<file path="src/rtl/multi_pkg.sv">
// Shared definitions for the multi_top serial datapath and its sequencer.
// Holds the sequencer state encoding and the default datapath geometry.
package multi_pkg;

    typedef enum logic [1:0] {
        IDLE = 2'd0,
        CLR  = 2'd1,
        RUN  = 2'd2,
        FIN  = 2'd3
    } state_t;

    localparam int W_DEF   = 8;
    localparam int RW_DEF  = 8;
    localparam int LAT_DEF = 1;

endpackage

</file>
<file path="src/rtl/multi_if.sv">
// Parallel-side start/done handshake of the multi_top sequencer.
// The requester is the master; the sequencer is the slave.
interface multi_if #(
    parameter int W  = 8,
    parameter int RW = 8
);

    logic          START;
    logic [W-1:0]  OPA;
    logic [W-1:0]  OPB;
    logic          BUSY;
    logic          DONE;
    logic [RW-1:0] RES;

    modport master (
        output START, OPA, OPB,
        input  BUSY, DONE, RES
    );

    modport slave (
        input  START, OPA, OPB,
        output BUSY, DONE, RES
    );

endinterface

</file>
<file path="src/rtl/multi_piso.sv">
// Parallel-load, right-shift register; LSB is the serial output.
// Zeros are shifted in from the top so exhausted operands read as 0.
module multi_piso #(
    parameter int W = 8
) (
    input  logic         CLK,
    input  logic         RST,
    input  logic         load,
    input  logic         shift,
    input  logic [W-1:0] d,
    output logic         q
);

    logic [W-1:0] r;

    always_ff @(posedge CLK) begin
        if (RST) begin
            r <= '0;
        end else if (load) begin
            r <= d;
        end else if (shift) begin
            r <= r >> 1;
        end
    end

    assign q = r[0];

endmodule

</file>
<file path="src/rtl/multi_seq.sv">
// Sequencer for the 1-bit serial datapath multi_top: serializes two
// operands LSB-first, collects RW result bits, returns a parallel word.
module multi_seq
    import multi_pkg::*;
#(
    parameter int W   = W_DEF,
    parameter int RW  = RW_DEF,
    parameter int LAT = LAT_DEF
) (
    input  logic  CLK,
    input  logic  RST,
    multi_if.slave bus,
    output logic  DP_RST,
    output logic  DP_A,
    output logic  DP_B,
    input  logic  DP_O
);

    localparam int NRUN = LAT + RW;
    localparam int CW   = $clog2(NRUN + 1);

    state_t        state;
    state_t        nxt;
    logic [CW-1:0] cnt;
    logic [RW-1:0] res;
    logic [RW:0]   cat;
    logic          sa;
    logic          sb;
    logic          load;
    logic          shift;
    logic          last;
    logic          drive;
    logic          cap;

    assign load  = (state == IDLE) && bus.START;
    assign shift = (state == CLR) || (state == RUN);
    assign last  = int'(cnt) == NRUN - 1;
    assign cap   = (state == RUN) && (int'(cnt) >= LAT);
    assign cat   = {DP_O, res};

    // DP_A/DP_B are registered, so they are loaded one cycle ahead:
    // the CLR edge presents bit 0, each RUN edge presents bit cnt+1.
    assign drive = (state == CLR) ||
                   ((state == RUN) && !last && (int'(cnt) + 1 < W));

    multi_piso #(.W(W)) u_pa (
        .CLK   (CLK),
        .RST   (RST),
        .load  (load),
        .shift (shift),
        .d     (bus.OPA),
        .q     (sa)
    );

    multi_piso #(.W(W)) u_pb (
        .CLK   (CLK),
        .RST   (RST),
        .load  (load),
        .shift (shift),
        .d     (bus.OPB),
        .q     (sb)
    );

    always_ff @(posedge CLK) begin
        if (RST) begin
            state <= IDLE;
        end else begin
            state <= nxt;
        end
    end

    always_comb begin
        nxt = state;
        unique case (state)
            IDLE:    if (bus.START) nxt = CLR;
            CLR:     nxt = RUN;
            RUN:     if (last) nxt = FIN;
            FIN:     nxt = IDLE;
            default: nxt = IDLE;
        endcase
    end

    always_ff @(posedge CLK) begin
        if (RST) begin
            cnt  <= '0;
            res  <= '0;
            DP_A <= 1'b0;
            DP_B <= 1'b0;
        end else begin
            if (load) begin
                cnt <= '0;
            end else if (state == RUN) begin
                cnt <= cnt + 1'b1;
            end
            // First captured O bit ends up in RES[0] after RW shifts.
            if (load) begin
                res <= '0;
            end else if (cap) begin
                res <= cat[RW:1];
            end
            DP_A <= drive ? sa : 1'b0;
            DP_B <= drive ? sb : 1'b0;
        end
    end

    assign bus.BUSY = state != IDLE;
    assign bus.DONE = state == FIN;
    assign bus.RES  = res;
    assign DP_RST   = RST || (state == CLR);

endmodule
</file>
<file path="src/flat_wrapper.sv">
// flat-port wrapper written by rule: the top's interface ports become plain ports
module multi_seq_flat import multi_pkg::*;
#(
    parameter int W   = W_DEF,
    parameter int RW  = RW_DEF,
    parameter int LAT = LAT_DEF
)
  (CLK, RST, DP_RST, DP_A, DP_B, DP_O, bus_START, bus_OPA, bus_OPB, bus_BUSY, bus_DONE, bus_RES);
  multi_if #(.W(W), .RW(RW)) bus_i ();
  input  logic CLK;
  input  logic RST;
  output logic DP_RST;
  output logic DP_A;
  output logic DP_B;
  input  logic DP_O;
  input wire logic [$bits(bus_i.START)-1:0] bus_START;
  input wire logic [$bits(bus_i.OPA)-1:0] bus_OPA;
  input wire logic [$bits(bus_i.OPB)-1:0] bus_OPB;
  output wire logic [$bits(bus_i.BUSY)-1:0] bus_BUSY;
  output wire logic [$bits(bus_i.DONE)-1:0] bus_DONE;
  output wire logic [$bits(bus_i.RES)-1:0] bus_RES;
  assign bus_i.START = bus_START;
  assign bus_i.OPA = bus_OPA;
  assign bus_i.OPB = bus_OPB;
  assign bus_BUSY = bus_i.BUSY;
  assign bus_DONE = bus_i.DONE;
  assign bus_RES = bus_i.RES;
  multi_seq #(.W(W), .RW(RW), .LAT(LAT)) u_core (.CLK(CLK), .RST(RST), .bus(bus_i), .DP_RST(DP_RST), .DP_A(DP_A), .DP_B(DP_B), .DP_O(DP_O));
endmodule
</file>
<file path="config.mk">
export PLATFORM = sky130hd
export DESIGN_NAME = multi_seq_flat
export DESIGN_NICKNAME = d
export VERILOG_FILES = /design/src/rtl/multi_pkg.sv /design/src/rtl/multi_if.sv /design/src/rtl/multi_piso.sv /design/src/rtl/multi_seq.sv /design/src/flat_wrapper.sv
export SDC_FILE = /design/constraint.sdc
export NUM_CORES = 1
export LEC_CHECK = 0
export BUFFER_PORTS_ARGS = -buffer_cell sky130_fd_sc_hd__buf_2
export CAP_MARGIN = 30
export CORE_ASPECT_RATIO = 0.6
export CORE_MARGIN = 2
export CORE_UTILIZATION = 47
export CTS_CLUSTER_DIAMETER = 30
export CTS_CLUSTER_SIZE = 30
export DETAILED_ROUTE_END_ITERATION = 10
export PLACE_DENSITY_LB_ADDON = 0.2
export SETUP_SLACK_MARGIN = 0.02
export SYNTH_ARGS = -nofsm -noshare
export SYNTH_HDL_FRONTEND = slang
export SYNTH_SLANG_ARGS = --single-unit
export TNS_END_PERCENT = 10
</file>
<file path="constraint.sdc">
create_clock -name CLK -period 3.04 [get_ports CLK]
set_input_delay 0.152 -clock CLK [delete_from_list [all_inputs] [get_ports CLK]]
set_output_delay 0.152 -clock CLK [all_outputs]
set_load 0.05 [all_outputs]
</file>
==> reports/results.tsv, run 1 <==
stage	metric	value	unit
setup_path	CP Max Fanout	17	
sta	final setup margin	1.15	ns
die	Initial Util	0.506	
placed_design	dpl hpwl	2130	um
detailed_routing	Final ANT Viol Nets	0	
sta	fin. max-slew vios	0	
layout	fin nets	217	
clocking	Post CTS Setup Buffer Count	0	
detailed_routing	Vias/cell	5.29	
power_and_ir_drop	power density over the cells	842	nW/um^2
setup_path	CP max stage delay	0.81	ns
clocking	Longest Clk Path Bufs	2	
run_status	status	finished, final reports clean	
global_routing	largest net degree at the start of global routing	32	
setup_path	total buffers and inverters traversed by the critical path	1	
global_routing	total grt overflow	0	
die	core box area	2930	sq um
setup_path	Cell Chain, Critical Path	inv_1 > ha_1 > mux2i_1 > a211oi_1	
sta	Final Hold Vio Count	0	
clocking	PostCTS Resize Cnt	0	
synth	Synth area leader	dfxtp_1	
setup_path	CP endpoint kind	flop	
setup_path	cell family with most CP delay	adder cells	
flow_run	max-cap violations	0	
sta	Max Clock Freq	530	MHz
worst_hold_path	Hold Path Class	primary input to flop	
layout	Layout area overhead	17.7	%
clocking	clock-pin slew on the worst setup and hold paths	0.07	ns
die	Die Ht	47.5	um
die	full die area	3630	sq um
sta	minimum clock period	1.89	ns
placed_design	Place WS	1.19	ns
detailed_routing	drt wl/cell	13.1	um
synth	synth top area cells	dfxtp_1 (43%), mux2i_1 (11%), a211oi_1 (7.1%)	
clocking	CTS tree	yes	
detailed_routing	First-pass DRT Iterations	4	
synth	synth unique cells	26	
setup_path	Data arrival, critical path	2.07	ns
synth	Post-Syn Area	1480	sq um
layout	commonest cells after routing, fill and taps aside	buf_2 (32), dfxtp_1 (32), nor2_1 (18)	
power_and_ir_drop	VDD IR max	540	uV
clocking	Root Driver	clkbuf_8	
placed_design	IO buf count	32	
sta	worst-margin pin slew	0.781	ns
setup_path	Startpoint Class	flop	
global_routing	global-route wire length before repair	4620	um
synth	Synth top area share	0.432	
global_routing	global-route usage over all layers	0.167	
clocking	htree depth	2	
setup_path	type of the worst setup path	flop to flop	
detailed_routing	Vias	1228	
sta	RSZ-0062 raised after global routing	false	
sta	Sum Neg Setup Slack	0	ns
synth	Ys Warns	0	
die	Die X	76.5	um
sta	Worst Skew	0.0101	ns
detailed_routing	DRC	0	
synth	Yosys reg bits	32	
layout	layout cell share with drive strength beyond 1	0.226	
detailed_routing	DR iter-0 viols	48	
layout	Fillers	275	
clocking	CTS Hold Bufs	0	
clocking	clock latency on the worst-skew pair	0.28	ns
sta	Setup Viol. Count Final	0	
synth	Post-Synthesis Cells	160	
synth	Syn Nets	188	
global_routing	vias in the first global route	1016	
layout	Diodes inserted	0	
synth	Mapped Avg Cell Area	9.27	sq um
global_routing	initial antenna violation count	0	
die	IO Pins	33	
synth	sequential element share of the synthesized area	0.432	
sta	relative slew slack	0.480	
die	num rows	15	
setup_path	Required @ worst endpoint	3.22	ns
detailed_routing	Post-Route WL	3050	um
power_and_ir_drop	Pleak	0.756	nW
setup_path	slowest CP cell	ha_1	
sta	Tcrit/Tclk final	0.621	
clocking	total CTS buffers	5	
clocking	TritonCTS Sinks	32	
placed_design	routability cong.	0.814	
sequential cells by signal, indices dropped and copies added (netlist names):
name and count:
u_core.state 2, u_core.cnt 4, u_core.DP_B 1, u_core.bus.RES 8, u_core.DP_A 1, u_core.u_pb.r 8
u_core.u_pa.r 8
tightest hold or removal path: stages:
cell and delay, ns:
buf_2 0.09, nand3_1 0.07, a21oi_1 0.05
through the flow:
| step | std cells | area, sq um | power, mW | hold WS (ns) | utilization |
|---|---|---|---|---|---|
| 5_1_grt | 232 | 1750 | 1.55 | 0.147 | 0.596 |
| 4_1_cts | 232 | 1750 | 1.47 | 0.127 | 0.596 |
| 2_1_floorplan | 160 | 1480 | 1.03 | 0.300 | - |
| 3_5_place_dp | 224 | 1650 | 1.13 | 0.426 | 0.565 |
| 6_report | 232 | 1750 | 1.47 | 0.132 | 0.596 |
| 3_3_place_gp | 224 | 1650 | 1.10 | 0.421 | 0.565 |
kinds of logic after synthesis:
kind of cell / synth area share
XOR/XNOR: 0.0177
AO/OA/AOI/OAI: 0.152
multiplexers: 0.115
flip-flops: 0.432
adder cells (fa/ha/maj): 0.0675
buffers and inverters: 0.0515
AND/OR/NAND/NOR: 0.165
final timing paths:
path,from,end,slack (ns),cells past startpoint
worst max-delay path,u_core.state[0],u_core.u_pb.r[6],1.15,4
worst min-delay path,bus_OPB[7],u_core.u_pb.r[7],0.13,3
worst max register to register,u_core.state[0],u_core.u_pb.r[6],1.15,4
worst min register to register,u_core.u_pa.r[0],u_core.DP_A,0.47,1
report_power, final:
group / leakage (nW) / total [mW] / switching (mW) / internal (mW)
logic: 0.443 / 0.549 / 0.327 / 0.223
registers: 0.262 / 0.578 / 0.0626 / 0.516
clock network: 0.0510 / 0.341 / 0.161 / 0.181
total: 0.756 / 1.47 / 0.550 / 0.919
layout make-up:
class                           instances  area, sq um  area share
Sequential cell                        32          641       0.367
Tap cell                               42         52.6      0.0301
Clock inverter                          2         10.0     0.00573
Clock buffer                            6         82.6      0.0473
Inverter                                7         26.3      0.0151
Timing Repair Buffer                   33          168      0.0961
Multi-Input combinational cell        110          766       0.439
Yosys cell counts (all sizes together):
cell,count
a211oi,14
a21boi,2
a21oi,11
buf,5
clkbuf,6
dfxtp,32
ha,8
inv,7
mux2i,17
nand2,6
nand3,11
nand3b,3
nand4,1
nor2,18
nor2b,1
nor3b,1
nor4b,1
nor4bb,1
o211a,1
o21ai,8
or2,1
or3,1
or4b,1
xnor2,1
xor2,2
metal layers:
metal	wire length (um)	vias up	GRT usage	part of all wire
met5	0	-	0	0
met3	148	6	0.0509	0.049
met1	1560	572	0.220	0.51
li1	-	622	-	-
met4	49	0	0.0873	0.016
met2	1290	28	0.255	0.42
(Power assumes the default switching activity.)
==> run 2, diff against run 1 <==
Settings changed: ABC_AREA set to 1.
Clock period 3.04 ns to 1.72 ns, I/O delays scaled along.
==> run 2 against run 1 <==
  * Worst setup slack worse by 0.99 ns
  * Cell count is 16% higher
  * Global-route usage is 3.3 points higher
  * Highest routed layer unchanged
  * Combinational power is 110% higher
==> reports/results.tsv, run 2 <==
stage	metric	value	unit	change
worst_hold_path	Worst Hold Path EP	u_core.bus.RES[7]		
power_and_ir_drop	power density over the cells	1580	nW/um^2	+87%
placed_design	Place WS	0.134	ns	-1.05 ns
clocking	Root Driver	clkbuf_8		
layout	Fillers	285		+3.6%
synth	Post-synth EDFFs	0		unchanged
placed_design	IO buf count	32		unchanged
detailed_routing	drt wl/cell	11.8	um	-10%
synth	Synth async-reset ratio	0		unchanged
sta	worst hold slack	0.0478	ns	-0.0844 ns
layout	multi-input gate area in the final layout	694	sq um	-9.3%
setup_path	type of the worst setup path	flop to flop		
setup_path	FF-to-FF Start	u_core.state[0]		
setup_path	Data arrival, critical path	1.77	ns	-0.30 ns
die	core box area	2910	sq um	-0.64%
detailed_routing	highest metal used	met4		
clocking	PostCTS Resize Cnt	0		unchanged
worst_hold_path	Worst Hold Depth	3		unchanged
die	Initial Util	0.500		-0.00663
power_and_ir_drop	Pleak	0.718	nW	-5.0%
layout	commonest cells after routing, fill and taps aside	nand2_1 (52), buf_2 (32), dfxtp_1 (32)		
placed_design	routability cong.	0.751		-7.7%
detailed_routing	First-pass DRT Iterations	4		unchanged
sta	RSZ-0062 raised after global routing	false		
synth	synth top area cells	dfxtp_1 (44%), nand2_1 (14%), nand3_1 (9.3%)		
layout	final cell area excluding filler cells	1730	sq um	-0.93%
die	Die Ht	47.1	um	-0.89%
clocking	TritonCTS Sinks	32		unchanged
power_and_ir_drop	total power	2.72	mW	+85%
die	Die X	75.8	um	-0.93%
synth	synth unique cells	22		-15%
setup_path	CP endpoint kind	flop		
synth	Syn Nets	222		+18%
layout	fin nets	254		+17%
global_routing	global-route usage over all layers	0.199		+0.0329
global_routing	total grt overflow	0		unchanged
synth	Ys Warns	0		unchanged
die	num rows	15		unchanged
setup_path	Register-to-Register Setup Slack	0.16	ns	-0.99 ns
global_routing	vias in the first global route	1169		+15%
layout	Layout area overhead	18.9	%	
clocking	htree depth	2		unchanged
sta	Worst Skew	0.00886	ns	-0.00124 ns
detailed_routing	Final ANT Viol Nets	0		unchanged
sta	Setup Viol. Count Final	0		unchanged
placed_design	area post-placement	1630	sq um	-1.4%
sta	Max Clock Freq	641	MHz	+21%
layout	sequential cell area	641	sq um	unchanged
sta	minimum clock period	1.56	ns	-0.327 ns
synth	sequential element share of the synthesized area	0.441		+0.00855
clocking	total CTS buffers	5		unchanged
synth	Synth top area share	0.441		+0.00855
detailed_routing	Post-Route WL	3180	um	+4.3%
setup_path	CP Max Fanout	19		+2
synth	Yosys reg bits	32		unchanged
sta	final setup margin	0.160	ns	-0.993 ns
clocking	CTS tree	yes		
detailed_routing	Vias	1388		+13%
worst_hold_path	Hold Path Class	primary input to flop		
detailed_routing	met2 routed WL	1410	um	+9.9%
detailed_routing	DR iter-0 viols	74		+54%
global_routing	initial antenna violation count	0		unchanged
die	IO Pins	33		unchanged
synth	Synth area leader	dfxtp_1		
setup_path	Startpoint Class	flop		
clocking	Post CTS Setup Buffer Count	0		unchanged
layout	Finished Layout Cells	269		+16%
global_routing	largest net degree at the start of global routing	20		-38%
sta	Tcrit/Tclk final	0.907		+0.286
synth	Post-Syn Area	1450	sq um	-1.9%
detailed_routing	Vias/cell	5.16		-2.5%
layout	layout cell share with drive strength beyond 1	0.216		-0.0105
run_status	status	finished, final reports clean		
detailed_routing	met1 WL	1490	um	-4.5%
placed_design	dpl hpwl	2350	um	+10%
synth	top-count cell post-synth	nand2_1		
detailed_routing	WL met3	223	um	+51%
layout	Diodes inserted	0		unchanged
synth	Post-Synthesis Cells	194		+21%
sta	Sum Neg Setup Slack	0	ns	unchanged
die	full die area	3570	sq um	-1.8%
power_and_ir_drop	VDD IR max	637	uV	+18%
synth	Most used DFF post-synth	dfxtp_1		
worst_hold_path	hold_sp	DP_O		
layout	most common cell after layout, fill and taps aside	nand2_1		
clocking	clock-pin slew on the worst setup and hold paths	0.07	ns	about the same
sta	fin. max-slew vios	0		unchanged
synth	Mapped Avg Cell Area	7.49	sq um	-19%
sta	worst-margin pin slew	0.324	ns	-0.457 ns
flow_run	max-cap violations	0		unchanged
synth	commonest cells in the synthesized netlist	nand2_1 (53), dfxtp_1 (32), nand3_1 (27), inv_1 (15)		
layout	Util after Layout	0.594		-0.00174
setup_path	Required @ worst endpoint	1.93	ns	-1.29 ns
setup_path	FF-to-FF End	u_core.u_pb.r[7]		
sta	relative slew slack	0.784		+0.304
detailed_routing	DRC	0		unchanged
clocking	clock latency on the worst-skew pair	0.29	ns	about the same
sta	Final Hold Vio Count	0		unchanged
setup_path	worst reg2reg path depth	7		+3
global_routing	global-route wire length before repair	5170	um	+12%
clocking	CTS Hold Bufs	0		unchanged
clocking	Longest Clk Path Bufs	2		unchanged
placed_design	placed insts	261		+17%
run 2: cell count changes after synthesis, sizes merged, moves of 3 or more:
cell	change
a31oi	+14
nor3	+3
nand3b	-3
nand3	+16
nor2	-11
a211oi	-14
nand2	+49
a21oi	+3
mux2i	-17
clkbuf	-4
o21ai	-3
inv	+10
run 2: report_power, final:
part	leakage [nW]	switching, mW	total (mW)	internal [mW]
sequential	0.261	0.0884	0.964	0.876
clock	0.0434	0.286	0.609	0.324
combinational	0.414	0.811	1.15	0.339
run 2: final cells by class:
class / instances / area share
Multi-Input combinational cell: 135 / 0.402
Sequential cell: 32 / 0.370
Timing Repair Buffer: 34 / 0.101
Clock buffer: 6 / 0.0478
Inverter: 18 / 0.0398
Tap cell: 42 / 0.0304
Clock inverter: 2 / 0.00868
run 2: critical path, cell delays in order, from the launching register on:
cell     delay, ns
dfxtp_1       0.38
inv_1         0.12
ha_1          0.27
nand2_4       0.20
nand2_1       0.09
inv_2         0.19
nand2_1       0.10
a21oi_1       0.14
run 2: cell families (layout without fill, tap and decap cells):
| logic type | after synthesis | after routing | share of synthesized area |
|---|---|---|---|
| adders and majority gates | 8 | 8 | 0.0688 |
| AOI/OAI and AO/OA | 33 | 33 | 0.128 |
| and+or+nand+nor | 94 | 94 | 0.279 |
| buffers and inverters | 27 | 60 | 0.0835 |
| DFF | 32 | 32 | 0.441 |
run 2: worst max path at each step:
stage / depth (start not counted) / end / startpoint
final: 7 / u_core.u_pb.r[7] / u_core.state[0]
after floorplan: 6 / u_core.state[1] / u_core.state[0]
after global placement: 7 / u_core.cnt[3] / u_core.state[0]
after global routing: 7 / u_core.u_pa.r[6] / u_core.state[0]
after detailed placement: 7 / u_core.cnt[3] / u_core.state[0]
after CTS: 7 / u_core.cnt[3] / u_core.state[0]
run 2: layer usage:
metal | up-vias | track usage
met5 | - | 0
met4 | 0 | 0.0702
met3 | 6 | 0.0794
met2 | 46 | 0.286
met1 | 631 | 0.274
li1 | 705 | -
